$ cat config.mk
export PLATFORM = sky130hd
export DESIGN_NAME = byte_unpack_fifo_flat
export DESIGN_NICKNAME = d
export VERILOG_FILES = /design/src/rtl/byte_unpack_fifo_if.sv /design/src/rtl/byte_unpack_fifo.sv /design/src/flat_wrapper.sv
export SDC_FILE = /design/constraint.sdc
export NUM_CORES = 1
export LEC_CHECK = 0
export ABC_AREA = 1
export ABC_CLOCK_PERIOD_IN_PS = 6550
export BUFFER_PORTS_ARGS = -buffer_cell sky130_fd_sc_hd__buf_2
export CAP_MARGIN = 40
export CORE_MARGIN = 10
export CORE_UTILIZATION = 45
export CTS_CLUSTER_DIAMETER = 80
export DETAILED_ROUTE_END_ITERATION = 8
export SYNTH_ARGS = -nofsm -noshare
export SYNTH_HDL_FRONTEND = slang
export SYNTH_SLANG_ARGS = --single-unit
export TNS_END_PERCENT = 20
$ cat constraint.sdc
create_clock -name src_clk -period 6.55 [get_ports src_clk]
set_clock_uncertainty 0.05 [all_clocks]
set_input_delay 0.655 -clock src_clk [delete_from_list [all_inputs] [get_ports src_clk]]
set_output_delay 0.655 -clock src_clk [all_outputs]
set_load 0.02 [all_outputs]
$ cat src/rtl/byte_unpack_fifo_if.sv
// Word-in / byte-out handshake bundle for byte_unpack_fifo.
// The master side is the producer of words and the consumer of bytes.
interface byte_unpack_fifo_if #(
  parameter int SRAM_DATA_W = 64
);
  logic [SRAM_DATA_W-1:0] word_in;
  logic                   word_in_valid;
  logic                   word_in_ready;
  logic [7:0]             byte_out;
  logic                   byte_out_valid;
  logic                   byte_out_ready;

  modport master (
    output word_in,
    output word_in_valid,
    output byte_out_ready,
    input  word_in_ready,
    input  byte_out,
    input  byte_out_valid
  );

  modport slave (
    input  word_in,
    input  word_in_valid,
    input  byte_out_ready,
    output word_in_ready,
    output byte_out,
    output byte_out_valid
  );
endinterface

$ cat src/rtl/byte_unpack_fifo.sv
// Buffers wide words in a small FIFO and serialises each one LSB byte first,
// flagging the end of every HANG_LEN-word burst with a one-cycle pulse.
module byte_unpack_fifo #(
  parameter int SRAM_DATA_W       = 64,
  parameter int SRAM_DATA_BYTES   = 8,
  parameter int SRAM_DATA_BYTES_B = 3,
  parameter int HANG_LEN          = 64,
  parameter int HANG_LEN_B        = 6,
  parameter int DEPTH             = 4,
  parameter int DEPTH_B           = 2
) (
  input  logic                 src_clk,
  input  logic                 rst_n,
  byte_unpack_fifo_if.slave    bus,
  output logic                 fifo_full,
  output logic                 fifo_empty,
  output logic                 burst_done
);

  typedef enum logic {
    IDLE = 1'b0,
    SEND = 1'b1
  } state_t;

  localparam logic [SRAM_DATA_BYTES_B-1:0] LAST_IDX   = SRAM_DATA_BYTES_B'(SRAM_DATA_BYTES - 1);
  localparam logic [HANG_LEN_B-1:0]        LAST_WORD  = HANG_LEN_B'(HANG_LEN - 1);
  localparam logic [DEPTH_B:0]             FULL_COUNT = (DEPTH_B + 1)'(DEPTH);

  logic [SRAM_DATA_W-1:0]       mem [DEPTH];
  logic [DEPTH_B:0]             wr_ptr;
  logic [DEPTH_B:0]             rd_ptr;
  logic [DEPTH_B:0]             occupancy;
  logic [SRAM_DATA_W-1:0]       hold_word;
  logic [SRAM_DATA_BYTES_B-1:0] byte_idx;
  logic [HANG_LEN_B-1:0]        words_sent;
  state_t                       state;
  state_t                       next_state;
  logic                         push;
  logic                         pop;
  logic                         handshake;
  logic                         last_handshake;

  // The extra pointer bit distinguishes a full buffer from an empty one.
  assign occupancy         = wr_ptr - rd_ptr;
  assign fifo_full         = (occupancy == FULL_COUNT);
  assign fifo_empty        = (occupancy == '0);
  assign bus.word_in_ready = !fifo_full;
  assign push              = bus.word_in_valid && !fifo_full;

  always_ff @(posedge src_clk or negedge rst_n) begin
    if (!rst_n) begin
      state <= IDLE;
    end else begin
      state <= next_state;
    end
  end

  always_comb begin
    next_state     = state;
    pop            = 1'b0;
    handshake      = 1'b0;
    last_handshake = 1'b0;
    case (state)
      IDLE: begin
        if (!fifo_empty) begin
          pop        = 1'b1;
          next_state = SEND;
        end
      end
      SEND: begin
        if (bus.byte_out_ready) begin
          handshake = 1'b1;
          if (byte_idx == LAST_IDX) begin
            last_handshake = 1'b1;
            // Reloading on the last byte keeps the byte stream gap-free.
            if (!fifo_empty) begin
              pop = 1'b1;
            end else begin
              next_state = IDLE;
            end
          end
        end
      end
      default: next_state = IDLE;
    endcase
  end

  always_ff @(posedge src_clk) begin
    if (push) begin
      mem[wr_ptr[DEPTH_B-1:0]] <= bus.word_in;
    end
  end

  always_ff @(posedge src_clk or negedge rst_n) begin
    if (!rst_n) begin
      wr_ptr <= '0;
      rd_ptr <= '0;
    end else begin
      if (push) begin
        wr_ptr <= wr_ptr + 1'b1;
      end
      if (pop) begin
        rd_ptr <= rd_ptr + 1'b1;
      end
    end
  end

  always_ff @(posedge src_clk or negedge rst_n) begin
    if (!rst_n) begin
      hold_word <= '0;
      byte_idx  <= '0;
    end else if (pop) begin
      hold_word <= mem[rd_ptr[DEPTH_B-1:0]];
      byte_idx  <= '0;
    end else if (last_handshake) begin
      byte_idx  <= '0;
    end else if (handshake) begin
      byte_idx  <= byte_idx + 1'b1;
    end
  end

  always_ff @(posedge src_clk or negedge rst_n) begin
    if (!rst_n) begin
      words_sent <= '0;
      burst_done <= 1'b0;
    end else begin
      burst_done <= 1'b0;
      if (last_handshake) begin
        if (words_sent == LAST_WORD) begin
          words_sent <= '0;
          burst_done <= 1'b1;
        end else begin
          words_sent <= words_sent + 1'b1;
        end
      end
    end
  end

  assign bus.byte_out_valid = (state == SEND);
  assign bus.byte_out       = (state == SEND) ? hold_word[{byte_idx, 3'b000} +: 8] : 8'h00;

endmodule

$ cat src/flat_wrapper.sv
// flat-port wrapper written by rule: the top's interface ports become plain ports
module byte_unpack_fifo_flat 
#(
  parameter int SRAM_DATA_W       = 64,
  parameter int SRAM_DATA_BYTES   = 8,
  parameter int SRAM_DATA_BYTES_B = 3,
  parameter int HANG_LEN          = 64,
  parameter int HANG_LEN_B        = 6,
  parameter int DEPTH             = 4,
  parameter int DEPTH_B           = 2
)
  (src_clk, rst_n, fifo_full, fifo_empty, burst_done, bus_word_in, bus_word_in_valid, bus_byte_out_ready, bus_word_in_ready, bus_byte_out, bus_byte_out_valid);
  byte_unpack_fifo_if #(.SRAM_DATA_W(SRAM_DATA_W)) bus_i ();
  input  logic src_clk;
  input  logic rst_n;
  output logic fifo_full;
  output logic fifo_empty;
  output logic burst_done;
  input wire logic [$bits(bus_i.word_in)-1:0] bus_word_in;
  input wire logic [$bits(bus_i.word_in_valid)-1:0] bus_word_in_valid;
  input wire logic [$bits(bus_i.byte_out_ready)-1:0] bus_byte_out_ready;
  output wire logic [$bits(bus_i.word_in_ready)-1:0] bus_word_in_ready;
  output wire logic [$bits(bus_i.byte_out)-1:0] bus_byte_out;
  output wire logic [$bits(bus_i.byte_out_valid)-1:0] bus_byte_out_valid;
  assign bus_i.word_in = bus_word_in;
  assign bus_i.word_in_valid = bus_word_in_valid;
  assign bus_i.byte_out_ready = bus_byte_out_ready;
  assign bus_word_in_ready = bus_i.word_in_ready;
  assign bus_byte_out = bus_i.byte_out;
  assign bus_byte_out_valid = bus_i.byte_out_valid;
  byte_unpack_fifo #(.SRAM_DATA_W(SRAM_DATA_W), .SRAM_DATA_BYTES(SRAM_DATA_BYTES), .SRAM_DATA_BYTES_B(SRAM_DATA_BYTES_B), .HANG_LEN(HANG_LEN), .HANG_LEN_B(HANG_LEN_B), .DEPTH(DEPTH), .DEPTH_B(DEPTH_B)) u_core (.src_clk(src_clk), .rst_n(rst_n), .bus(bus_i), .fifo_full(fifo_full), .fifo_empty(fifo_empty), .burst_done(burst_done));
endmodule
Word level (Yosys, flattened, before mapping)
Memory sizes are Yosys's and may differ from the RTL's. A register that Yosys moved wholly into a read port is not among the register bits.
Index checks and enable logic that the tools add are counted.
{ "op_classes": {"addsub": 5, "n_eq_ne": 3, "n_shift": 1, "mux": 21, "bitwise": 1, "reduce_logical": 5} }
{ "op_table": {"columns": ["cell", "count"], "rows": [
  ["$shiftx 64x7->8", 1],
  ["$mux 1", 14],
  ["$add 3x1->3 const B", 3],
  ["$mux 3", 3],
  ["$mux 8", 1],
  ["$add 6x1->6 const B", 1],
  ["$eq 3x3->1 const B", 2],
  ["$eq 6x6->1 const B", 1],
  ["$mux 6", 1],
  ["$pmux 1 s2", 2],
  ["$logic_not 3->1", 1],
  ["$reduce_bool 3->1", 1],
  ["$sub 3x3->3", 1],
  ["$logic_not 1->1", 2],
  ["$logic_and 1x1->1", 1],
  ["$not 1->1", 1]
]} }
{ "word_totals": {"ff_bits": 17, "ram_bits": 256, "inputBits": 68, "wordCells": 43, "mem_count": 1} }
{ "mem_list": {"columns": ["memory", "words", "word_bits", "read_ports", "rd_clocked_by_memory_dff", "write_ports", "line", "text"], "rows": [
  ["u_core.mem", 4, 64, 1, 1, 1, "byte_unpack_fifo.sv:29", "logic [SRAM_DATA_W-1:0] mem [DEPTH];"]
]} }

Logic depth before layout (Yosys ltp)
{ "depth": {"ltp_word": 7, "ltp_mapped": 12, "ltp_nobuf": 10} }

Worst setup path before layout
OpenSTA, ideal clock, no wires.
{ "synth_path": {"kind": "reg2reg", "start": "register u_core.rd_ptr[1]", "end": "memory u_core.mem[0][0], enable pin", "setup_ns": 0.487, "t_arrival_ns": 4.427, "required_ns": 6.013, "slack_ns": 1.586, "stages_incl_launch_ff": 9, "path_cell_list": "dfrtp_1 > inv_1 > clkbuf_1 > ha_1 > a21oi_1 > nand2_1 > nand3_1 > nand2_1 > nor2_1"} }
{ "synth_between": {"elab_chain_cells": 6} }
{ "synth_rtl": {"columns": ["element", "line", "text"], "rows": [
  ["from (decl)", "byte_unpack_fifo.sv:31", "logic [DEPTH_B:0] rd_ptr;"],
  ["from (signal assigned)", "byte_unpack_fifo.sv:103", "rd_ptr <= rd_ptr + 1'b1;"],
  ["$sub 3x3->3", "byte_unpack_fifo.sv:44", "assign occupancy = wr_ptr - rd_ptr;"],
  ["$eq 3x3->1", "byte_unpack_fifo.sv:45", "assign fifo_full = (occupancy == FULL_COUNT);"],
  ["$logic_not 1->1", null, null],
  ["via bus_word_in_ready", "flat_wrapper.sv:22", "output wire logic [$bits(bus_i.word_in_ready)-1:0] bus_word_in_ready;"],
  ["$logic_and 1x1->1", "byte_unpack_fifo.sv:48", "assign push = bus.word_in_valid && !fifo_full;"],
  ["$mux 1", "byte_unpack_fifo.sv:89", "if (push) begin"],
  ["$mux 1 (not written as such)", "byte_unpack_fifo.sv:90", "mem[wr_ptr[DEPTH_B-1:0]] <= bus.word_in;"],
  ["to (decl)", "byte_unpack_fifo.sv:29", null]
]} }
The timed path passes the listed nets, and every way through them passes these cells.

Final worst setup path
{ "layout_path": {"start": "register u_core.byte_idx[1]", "end": "output bus_byte_out[1]"} }
{ "layout_between": {"elab_chain_cells": 2} }
{ "layout_rtl": {"columns": ["element", "line", "text"], "rows": [
  ["from (decl)", "byte_unpack_fifo.sv:34", "logic [SRAM_DATA_BYTES_B-1:0] byte_idx;"],
  ["from (signal assigned)", "byte_unpack_fifo.sv:118", "byte_idx <= byte_idx + 1'b1;"],
  ["$shiftx 64x7->8", "byte_unpack_fifo.sv:140", "assign bus.byte_out = (state == SEND) ? hold_word[{byte_idx, 3'b000} +: 8] : 8'h00;"],
  ["$mux 8", "byte_unpack_fifo.sv:140", null],
  ["to (decl)", "flat_wrapper.sv:23", "output wire logic [$bits(bus_i.byte_out)-1:0] bus_byte_out;"]
]} }
No other way between the ends.

==> flow_results.org <==
** Setup path
- Among cell families on the critical path, the largest total delay comes from buffers and inverters.
- In this run the worst path has a maximum fanout of 18.
- The startpoint identified for the worst register-to-register timing path is u_core.rd_ptr[0]$_DFFE_PN0P_.
- Together, buffers and inverters on the worst path number 2.
- At the worst endpoint, the required time is a little under 6 ns.
- The worst setup path is captured at an output pin.
- Walking the worst path, the cells encountered are clkinv_1, nor2_1, o21ai_0, nand2_1, nor2_1, nor2_1, buf_2.
- Tracing the worst setup path back leads to its startpoint at u_core.byte_idx[1]$_DFFE_PN0P_.
- Reg2Reg Setup Slack :: approximately 3.2 ns
- Among the stages of the critical path, the cell type that occurs most often is nor2_1.
- STA classifies the critical path startpoint as a flop.
- On the critical path, the stage with the largest delay is an instance of dfrtp_1.
- Instance count on the critical path :: 7
- Data arrives at the worst endpoint at 2.98 ns.
- Type of the worst setup path :: reg -> out
- Depth of the worst register-to-register path :: 8
- In this design, the stage delay of the slowest critical-path cell is ~0.77 ns.

** Route
- Using the TritonRoute via totals, the vias-per-cell ratio works out to about 5.1.
- Routed wirelength normalized by instance count :: between 15 and 20 um
- Vias :: 9135
- Total wirelength of the detailed-routed design :: about 31000 um
- In this run, the number of DRC markers left after iteration 0 of detailed routing was around 750.
- Detailed-route DRC error count :: 0
- Count of TritonRoute iterations in the first routing pass :: 5
- Once detail routing completed, the nets flagged for antenna violations numbered 0.

** Clocking
- After clock tree synthesis, the clock-pin slew on the worst setup and hold paths is roughly 0.060 ns.
- Buffers inserted during clock tree synthesis total 37.
- The number of hold buffers added after CTS was 1.
- CTS tree :: done
- The tree is rooted in a clkbuf_16.
- After clock tree synthesis, the setup repair step added 0 buffers.
- Max H-tree Level :: 2
- Worst skew pair latency :: 0.51 ns
- Counting along the longest clock path gives a buffer depth of 3.
- The clock net in this run drives a total of about 340 sinks.
- Post-CTS resize count :: 0

** Global routing
- The number of global-route vias before repair is 8948.
- Global routing used roughly 16% of the available tracks across all layers.
- Antenna violations before repair :: 0
- After global routing the overflow that remains totals 0.
- The first global-routing pass estimated 50200 um of wire.
- Entering global routing, the biggest net connects 70 pins.

** Yosys
- The number of nets in the synthesized netlist is approximately 1400.
- Fraction of the yosys area taken by sequential cells :: a little over two thirds
- EDFF count, synth :: 256
- Yosys warnings :: 0
- Mapped Cells :: approximately 1300
- A synthesized cell averages between 10 and 15 sq um.
- In this run the cell area of the synthesized design comes to ~14000 sq um.
- Counting flops and latches in the post-synthesis netlist gives approximately 340.
- After synthesis, the share of flip-flops with an asynchronous set or reset is ~24%.
- Number of distinct library cells after synthesis :: 26
- Main synth FF type :: edfxtp_1

** Cells and area
- The area growth from synthesis to layout is 14.2%.
- Leaving out fill and tap cells, the most frequent cell in the layout is nor2_1.
- Leaving out fill and tap cells, the most frequent cells in the layout are 343 x nor2_1, 256 x edfxtp_1, 249 x nand2_1.
- The post-route netlist has a little under an eighth of its cells at a drive strength greater than 1.
- Post-layout nets :: 1444
- Number of antenna repair diodes :: 0
- Once layout is complete, the utilization of the core stands at between 50% and 60%.
- Leaving out filler cells and counting taps, the final layout contains roughly 1800.

** STA
- Setup repair after global routing left no endpoint under its margin.
- Post-route clock period utilization :: between 50% and 60%
- In this run the tightest slew margin relative to its limit is between 40% and 50%.
- Achievable clock frequency :: 271 MHz
- The smallest clock period supported by the final layout is computed as between 3 and 4 ns.
- Final TNS setup :: 0 ns
- Setup violations remaining at the end of the flow were counted as 0.
- Slew at the pin closest to its max-slew limit :: around 0.84 ns
- PnR worst setup slack :: 2.86 ns
- The number of slew-limit violations in the final report came to 0.
- Hold Vio Cnt, Final :: 0

** Min path
- In this run the most critical hold path is launched from bus_word_in[51].
- Type of the tightest min-delay check :: in -> reg
- Instance count along the most critical hold path :: 1

** Floorplanning
- The floorplan step defined a die boundary enclosing between 30000 and 40000 sq um.
- The floorplan step set the die height to ~200 um.
- Die boundary width :: ~200 um
- The floorplan has 64 rows.
- Core footprint :: 30500 sq um
- Initial Utilization :: 45.4%
- Pin placement for this block handled 81 I/O pins.

** Pwr
- Fraction of power consumed by the clock network :: 25.7%
- The analysis attributes to net switching a power of about 2.8 mW.
- Internal power :: 4.88 mW
- Net switching is 36.8% of the power.
- Summing internal, switching and leakage power gives 7.71 mW.
- Combinational logic burns between 30% and 40% of the power.
- Largest vdd supply drop :: slightly above 0.4 mV
- Leakage power total :: approximately 6.4 nW
- Dividing total power by cell area gives a power density of 487 nW/um^2.
- Portion of total power attributed to sequential cells :: a little over two fifths

** Status
- The flow ran to the end, and the final reports show no timing, DRC or antenna violations.

** Placed design
- After legalization and detailed placement, the total HPWL measured roughly 18000 um.
- Last weighted congestion value of the routability-driven placer :: 0.833
- Buffers placed on the I/O ports in this run total 80.
- Placed cell count :: 1722
- Worst slack at placement :: between 3 and 4 ns

** Job
- The tool flagged a number of max-cap violations equal to 0.
==> Yosys cell counts (3+ instances only) <==
library cell / n / area share [%]
nor2_1: 347 / 9.4
edfxtp_1: 256 / 55
nand2_1: 250 / 6.8
o21ai_1: 8 / 0.29
buf_2: 34 / 1.2
nand3_1: 82 / 3.0
dfrtp_1: 81 / 15
buf_6: 3 / 0.24
clkbuf_1: 25 / 0.68
ha_1: 10 / 0.90
buf_1: 12 / 0.33
o21ai_0: 154 / 5.6
inv_1: 22 / 0.60
inv_2: 3 / 0.081
==> layout make-up <==
| type | instances | area, sq um |
|---|---|---|
| fill | 2606 | 14700 |
| sequential | 337 | 9720 |
| multi-input combinational | 865 | 3720 |
| clock buffer | 58 | 1070 |
| timing repair buffer | 99 | 626 |
| tap | 396 | 495 |
| clock inverter | 10 | 98.8 |
| inverter | 26 | 97.6 |
==> per-layer routing <==
layer	wire length, um	up-vias	track usage (%)
met5	0	-	0
met4	443	0	3.51
met3	1530	38	2.88
met2	14600	192	25.7
met1	14400	4407	22.7
li1	-	4498	-
==> stage by stage <==
stage / cell area, sq um / hold WS [ns]
floorplan: 13900 / 0.309
global route: 15800 / 0.290
CTS: 15800 / 0.291
detailed placement: 14700 / 0.405
finish: 15800 / 0.307
global placement: 14600 / 0.402
==> power groups by stage <==
stage / registers, mW / logic (mW) / clock network (mW)
floorplan: 3.17 / 1.80 / 0
global placement: 3.34 / 2.39 / 0
detailed placement: 3.29 / 2.53 / 0
CTS: 3.26 / 2.54 / 2.02
global route: 3.32 / 2.85 / 2.12
finish: 3.26 / 2.47 / 1.98
==> final timing paths <==
path                                                    end
max                                         bus_byte_out[1]
min                             u_core.mem[0][51]$_DFFE_PP_
min reg2reg                u_core.hold_word[40]$_DFFE_PN0P_
min in group asynchronous      u_core.wr_ptr[2]$_DFFE_PN0P_
max in group asynchronous      u_core.rd_ptr[0]$_DFFE_PN0P_
max reg2reg                     u_core.mem[2][24]$_DFFE_PP_
==> cell families (layout without fill, tap and decap cells) <==
group,count (synthesis),in the layout,synth area share [%]
flip-flops,337,337,70.1
AO/OA/AOI/OAI,165,165,5.98
XOR/XNOR,4,4,0.253
AND/OR/NAND/NOR,686,686,19.5
buffers and inverters,102,193,3.29
adder cells (fa/ha/maj),10,10,0.903
==> state kept, by name, indices dropped and copies added, names as in the netlist <==
name / flops
u_core.burst_done: 1
u_core.bus.byte_out_valid: 1
u_core.byte_idx: 3
u_core.hold_word: 64
u_core.mem: 256
u_core.rd_ptr: 3
u_core.words_sent: 6
u_core.wr_ptr: 3
(Power assumes the default switching activity.)
